<file path="src/rtl/shared_ram_arbiter.sv">
// -----------------------------------------------------------------------------
// shared_ram_arbiter
//
// Round-robin arbiter that shares a single data-RAM port among NCORES cores.
// The RAM has a registered read address and async read-out, so read data
// returns one cycle after the grant. That data is routed back to the core
// that issued the read. Only one access reaches the RAM per cycle, so
// conflicting writes are serialised.
//
// Optional feature (compile-time macro ARB_LOCK_EN):
//   Locked access for atomic read-modify-write. A core that is granted with
//   core_lock=1 keeps the port for up to LOCK_MAX consecutive grants.
//   Without the macro, core_lock is ignored and the arbiter is pure round-robin.
//
// Ports:
//   clk, rst_n        clock, asynchronous active-low reset
//   core_req          per-core request, held until granted
//   core_we           per-core direction (1 = write)
//   core_lock         per-core hold-grant request (ARB_LOCK_EN only)
//   core_addr         packed addresses, core i at [i*AW +: AW]
//   core_wdata        packed write data, core i at [i*DW +: DW]
//   core_gnt          one-hot grant; the access is issued to the RAM this cycle
//   core_rvalid       one-hot; core_rdata is valid for that core
//   core_rdata        shared read-data bus, 0 when no rvalid
//   mem_we, mem_re    RAM write enable / read enable (address register load)
//   mem_addr          RAM address
//   mem_wdata         RAM write data
//   mem_rdata         RAM read data, valid the cycle after mem_re
// -----------------------------------------------------------------------------
module shared_ram_arbiter #(
  parameter int NCORES   = 4,
  parameter int AW       = 9,
  parameter int DW       = 16,
  parameter int LOCK_MAX = 8
) (
  input  logic                 clk,
  input  logic                 rst_n,
  input  logic [NCORES-1:0]    core_req,
  input  logic [NCORES-1:0]    core_we,
  input  logic [NCORES-1:0]    core_lock,
  input  logic [NCORES*AW-1:0] core_addr,
  input  logic [NCORES*DW-1:0] core_wdata,
  output logic [NCORES-1:0]    core_gnt,
  output logic [NCORES-1:0]    core_rvalid,
  output logic [DW-1:0]        core_rdata,
  output logic                 mem_we,
  output logic                 mem_re,
  output logic [AW-1:0]        mem_addr,
  output logic [DW-1:0]        mem_wdata,
  input  logic [DW-1:0]        mem_rdata
);

  localparam int PW = (NCORES > 1) ? $clog2(NCORES) : 1;

  logic [PW-1:0]     ptr_q, ptr_d;
  logic [NCORES-1:0] rvalid_q, rvalid_d;
  logic [NCORES-1:0] eligible;
  logic [PW-1:0]     win_idx;
  logic              win_found;
  logic              granted;

  // Index following i, wrapping at NCORES-1.
  function automatic logic [PW-1:0] next_ptr(input logic [PW-1:0] i);
    return (int'(i) == NCORES - 1) ? '0 : i + 1'b1;
  endfunction

`ifdef ARB_LOCK_EN
  localparam int CW = $clog2(LOCK_MAX + 1);
  localparam logic [0:0] ST_IDLE   = 1'b0;
  localparam logic [0:0] ST_LOCKED = 1'b1;

  logic [0:0]    state_q, state_d;
  logic [PW-1:0] owner_q, owner_d;
  logic [CW-1:0] lock_cnt_q, lock_cnt_d;

  // While locked, only the owner may win.
  always_comb begin
    eligible = core_req;
    if (state_q == ST_LOCKED) begin
      eligible          = '0;
      eligible[owner_q] = core_req[owner_q];
    end
  end

  always_comb begin
    state_d    = state_q;
    owner_d    = owner_q;
    lock_cnt_d = lock_cnt_q;
    ptr_d      = ptr_q;
    case (state_q)
      ST_IDLE: begin
        if (granted) begin
          ptr_d = next_ptr(win_idx);
          // With LOCK_MAX=1 the first grant is already the last locked one.
          if (core_lock[win_idx] && LOCK_MAX > 1) begin
            state_d    = ST_LOCKED;
            owner_d    = win_idx;
            lock_cnt_d = CW'(1);
          end
        end
      end
      default: begin
        // Owner dropped its request: release, as if its last grant just ended.
        if (!core_req[owner_q]) begin
          state_d    = ST_IDLE;
          ptr_d      = next_ptr(owner_q);
          lock_cnt_d = '0;
        end else if (granted) begin
          if (!core_lock[owner_q] || int'(lock_cnt_q) + 1 >= LOCK_MAX) begin
            state_d    = ST_IDLE;
            ptr_d      = next_ptr(owner_q);
            lock_cnt_d = '0;
          end else begin
            lock_cnt_d = lock_cnt_q + 1'b1;
          end
        end
      end
    endcase
  end

  always_ff @(posedge clk or negedge rst_n) begin
    if (!rst_n) begin
      state_q    <= ST_IDLE;
      owner_q    <= '0;
      lock_cnt_q <= '0;
    end else begin
      state_q    <= state_d;
      owner_q    <= owner_d;
      lock_cnt_q <= lock_cnt_d;
    end
  end
`else
  logic unused_lock;
  assign unused_lock = ^core_lock;
  assign eligible    = core_req;

  always_comb begin
    ptr_d = ptr_q;
    if (granted) ptr_d = next_ptr(win_idx);
  end
`endif

  // Round-robin scan starting at ptr_q.
  // NOTE: every variable assigned in always_comb gets a default first, so no
  // path leaves it unassigned and no latch is inferred.
  always_comb begin
    int idx;
    win_found = 1'b0;
    win_idx   = ptr_q;
    idx       = 0;
    for (int k = 0; k < NCORES; k++) begin
      idx = int'(ptr_q) + k;
      if (idx >= NCORES) idx = idx - NCORES;
      if (!win_found && eligible[idx]) begin
        win_found = 1'b1;
        win_idx   = PW'(idx);
      end
    end
  end

  // Grant and RAM-side strobes are forced low while reset is asserted.
  assign granted = win_found && rst_n;

  always_comb begin
    core_gnt  = '0;
    mem_we    = 1'b0;
    mem_re    = 1'b0;
    mem_addr  = '0;
    mem_wdata = '0;
    rvalid_d  = '0;
    if (granted) begin
      core_gnt[win_idx] = 1'b1;
      mem_addr          = core_addr[win_idx*AW +: AW];
      if (core_we[win_idx]) begin
        mem_we    = 1'b1;
        mem_wdata = core_wdata[win_idx*DW +: DW];
      end else begin
        mem_re            = 1'b1;
        rvalid_d[win_idx] = 1'b1;
      end
    end
  end

  // rvalid_q is one-hot, so it also records which core owns the returning data.
  assign core_rvalid = rvalid_q;
  assign core_rdata  = (|rvalid_q) ? mem_rdata : '0;

  // NOTE: sequential state uses non-blocking assignments so every register
  // samples the pre-edge values, independent of block ordering.
  always_ff @(posedge clk or negedge rst_n) begin
    if (!rst_n) begin
      ptr_q    <= '0;
      rvalid_q <= '0;
    end else begin
      ptr_q    <= ptr_d;
      rvalid_q <= rvalid_d;
    end
  end

endmodule

</file>
<file path="config.mk">
export PLATFORM = sky130hd
export DESIGN_NAME = shared_ram_arbiter
export DESIGN_NICKNAME = d
export VERILOG_FILES = /design/src/rtl/shared_ram_arbiter.sv
export SDC_FILE = /design/constraint.sdc
export NUM_CORES = 1
export LEC_CHECK = 0
export CORE_ASPECT_RATIO = 2
export CORE_MARGIN = 10
export CORE_UTILIZATION = 30
export CTS_CLUSTER_SIZE = 40
export DETAILED_ROUTE_END_ITERATION = 10
export GPL_TIMING_DRIVEN = 0
export PLACE_DENSITY = 0.95
export SLEW_MARGIN = 20
export SYNTH_ARGS = -nofsm -noshare
export SYNTH_HDL_FRONTEND = slang
export SYNTH_SLANG_ARGS = --single-unit
</file>
<file path="constraint.sdc">
create_clock -name clk -period 5.6 [get_ports clk]
set_clock_uncertainty 0.1 [all_clocks]
set_input_delay 0.84 -clock clk [delete_from_list [all_inputs] [get_ports clk]]
set_output_delay 0.84 -clock clk [all_outputs]
set_load 0.005 [all_outputs]
</file>
==> out/results.tsv <==
stage	metric	value	unit
clock_tree	TritonCTS clock tree	yes	
run_status	status	finished clean	
layout	Area growth syn-to-layout	121.0	%
logic_synthesis	FF+latch count, synth	6	
drt	TritonRoute pass-1 iters	4	
global_route	number of global-route vias before repair	2222	
power_and_ir_drop	Gate power share	0.857	
power_and_ir_drop	Leak	0.001203	uW
setup_path	crit end category	output pin	
die	die width	70.67	um
logic_synthesis	post-synthesis sequential area ratio	0.09748	
setup_path	required time worst endpoint	4660	ps
layout	share of cells above drive strength 1	0.2039	
setup_path	CP arrival	3550	ps
global_route	first-pass GRT wire length	11780	um
clock_tree	Max clock buf depth	2	
sta	final worst path period share	0.8026	
setup_path	worst r2r dst	core_rvalid[3]$_DFF_PN0_	
sta	max_slew headroom	0.3968	
clock_tree	CTS buffer count	3	
min_path	worst min path class	flip-flop to flip-flop	
power_and_ir_drop	internal power	570.1	uW
logic_synthesis	area share of the largest cell type after synthesis	0.3656	
layout	Fillers	375	
min_path	hold endpoint	ptr_q[0]$_DFFE_PN0P_	
logic_synthesis	main combinational cell family by area after synthesis	multiplexers	
clock_tree	Resized cells post-CTS	0	
logic_synthesis	Async S/R FF share, synth	1.000	
setup_path	FF-to-FF path depth	7	
die	IO Pins	181	
die	Placement Rows	36	
logic_synthesis	Area contributors post-synth	mux4_2 37%, nor4b_2 14%, dfrtp_1 9.7%, nor2b_1 7.7%, and2_1 5.3%	
logic_synthesis	Yosys top cell by area	mux4_2	
sta	crit path time final	4495	ps
global_route	GR Util All Layers	0.1716	
logic_synthesis	Synth Net Count	260	
die	core area	4910	um^2
sta	fin. max-slew vios	0	
sta	setup total negative slack	0	ps
logic_synthesis	post-synthesis cell count	126	
logic_synthesis	Yosys cell types	32	
logic_synthesis	xor/xnor share of the synthesized area	0	
logic_synthesis	post-synthesis simple-gate area fraction	0.3266	
global_route	largest net degree at the start of global routing	12	
clock_tree	clk root buf	clkbuf_8	
sta	RSZ-0062 raised after global routing	no	
drt	drc violations	0	
drt	DR vias	1861	
setup_path	r2r setup slk	3420	ps
power_and_ir_drop	IR drop worst, VDD	319.4	uV
sta	Setup-failing EPs final	0	
sta	Worst-Margin Slew	896.5	ps
layout	final core utilization	0.6934	
layout	nets	440	
clock_tree	H-tree Lvls	1	
placed_design	DPL Wire Length	7035	um
clock_tree	Clock Sinks	6	
logic_synthesis	Ys Warns	0	
power_and_ir_drop	register share of total power	0.071	
sta	achievable frequency	222.5	MHz
die	initial core utilization	0.3137	
power_and_ir_drop	Sw Ratio	0.3652	
setup_path	crit path launch type	input pin	
logic_synthesis	proportion of synthesized area in mux cells	0.3656	
drt	via density per instance	5.155	
global_route	GRT overflow	0	
drt	Wirelength per Cell	21.22	um
power_and_ir_drop	switching power summed over all nets	327.9	uW
global_route	initial antenna violation count	0	
placed_design	PortBufs	175	
min_path	hold depth	2	
drt	Total Routed Length	7661	um
logic_synthesis	synth cell count leaders	25 x mux4_2, 19 x nor2b_1, 14 x nor4b_2	
clock_tree	worst skew pair latency	220	ps
placed_design	placer's final routability congestion estimate	0.7736	
logic_synthesis	Post-Synth Adder-Cell Area	0.03249	
layout	Ant. Diodes	0	
power_and_ir_drop	PD cells	263.8	nW/um^2
min_path	hold path start	ptr_q[0]$_DFFE_PN0P_	
setup_path	worst r2r src	ptr_q[0]$_DFFE_PN0P_	
job	number of max-cap violations	0	
sta	Hold Violations, Final	0	
drt	ANT nets after route	0	
sta	hold slack	480.2	ps
clock_tree	hold-fix buffers at CTS	0	
die	DIE AREA	8574	um^2
logic_synthesis	most common cell in the netlist	mux4_2	
logic_synthesis	Compound-Gate Fraction of Synth Area	0.1194	
logic_synthesis	Synth Cell Area	1540	um^2
clock_tree	clk slew on worst S/H paths	30	ps
die	Die Span Y	121.3	um
setup_path	critical-path maximum fanout	10	
logic_synthesis	Post-synth EDFFs	0	
setup_path	Crit Path Class	input pin to output pin	
logic_synthesis	Synth Area per Inst	12.22	um^2
drt	Starting DRT DRC Count	34	
clock_tree	Post-CTS Setup Inserts	0	
logic_synthesis	top_reg_cell synth	dfrtp_1	
power_and_ir_drop	Clock power frac	0.072	
-- worst max path at each step --
stage	from	to	slack, ps	cells after the start
global placement	core_req[2]	mem_wdata[10]	1140	9
finish	core_req[2]	mem_re	1110	8
CTS	core_req[2]	mem_wdata[6]	1070	9
global route	core_req[2]	mem_re	900	10
detailed placement	core_req[2]	mem_wdata[6]	1080	9
floorplan	core_req[1]	mem_wdata[10]	2340	8
-- layout by cell type (no fill, tap or decap) --
cell type	Yosys	routed
a2111oi_4	1	1
a211oi_2	2	2
a2bb2oi_1	1	1
and2_1	13	13
and2b_4	1	1
buf_2	8	8
buf_6	1	1
buf_8	1	1
clkbuf_1	2	2
clkbuf_8	0	3
clkdlybuf4s50_1	0	175
dfrtp_1	6	6
ha_1	4	4
inv_1	1	1
inv_2	1	1
inv_6	1	1
mux4_2	25	25
nand2_1	3	3
nor2_1	1	1
nor2_4	1	1
nor2b_1	19	19
nor3_1	1	1
nor3b_1	2	2
nor3b_2	1	1
nor4_1	1	1
nor4b_1	2	2
nor4b_2	14	14
o211a_4	1	1
o21a_1	6	6
o21ai_0	1	1
o21ai_1	2	2
o22ai_1	1	1
o41a_1	1	1
o41ai_4	1	1
-- worst max-delay path, cell delays in order --
cell,delay (ps)
clkdlybuf4s50_1,560
and2b_4,260
a2111oi_4,430
nor3b_1,120
a211oi_2,330
buf_2,320
o21a_1,170
clkdlybuf4s50_1,520
-- through the flow --
stage                     instance area (um^2)  power, uW  worst slack (ps)  instances
after floorplan                           1540      492.9              2336        126
after global placement                    3363      827.0              1140        358
after detailed placement                  3363      846.4              1079        358
after CTS                                 3405      913.7              1075        361
after global routing                      3405      967.9             904.9        361
final                                     3405      898.0              1105        361
-- metal layers --
metal	vias to the layer above	wire length, um	global-route usage
li1	865	-	-
met1	874	2403	0.1594
met3	14	712	0.06716
met4	0	180	0.05474
met2	108	4366	0.3279
met5	-	0	0
-- state kept, by name, indices dropped and copies added, names as in the netlist --
name	count
core_rvalid	4
ptr_q	2
-- cell families (layout without fill, tap and decap cells) --
group                    count (synthesis)  count (layout)
buffers and inverters                   15             193
AO/OA/AOI/OAI                           17              17
adder cells (fa/ha/maj)                  4               4
AND/OR/NAND/NOR                         59              59
flip-flops                               6               6
multiplexers                            25              25
-- power by group through the flow --
stage	sequential, uW	combinational (uW)	clock (uW)
floorplan	61.8	431	0
global placement	63.6	763	0
detailed placement	64.7	782	0
CTS	63.9	784	65.6
global route	65.2	836	67.0
finish	64.1	769	64.5
-- layout make-up --
| type | instances | area, um^2 | share of cell area |
|---|---|---|---|
| Buffer | 12 | 73.82 | 0.02168 |
| Sequential cell | 6 | 150.1 | 0.04410 |
| Timing Repair Buffer | 175 | 1752 | 0.5145 |
| Clock buffer | 3 | 41.29 | 0.01213 |
| Tap cell | 57 | 71.32 | 0.02095 |
| Multi-Input combinational cell | 105 | 1300 | 0.3818 |
| Inverter | 3 | 16.27 | 0.004778 |
No activity file was read; power rests on OpenSTA's default activity.
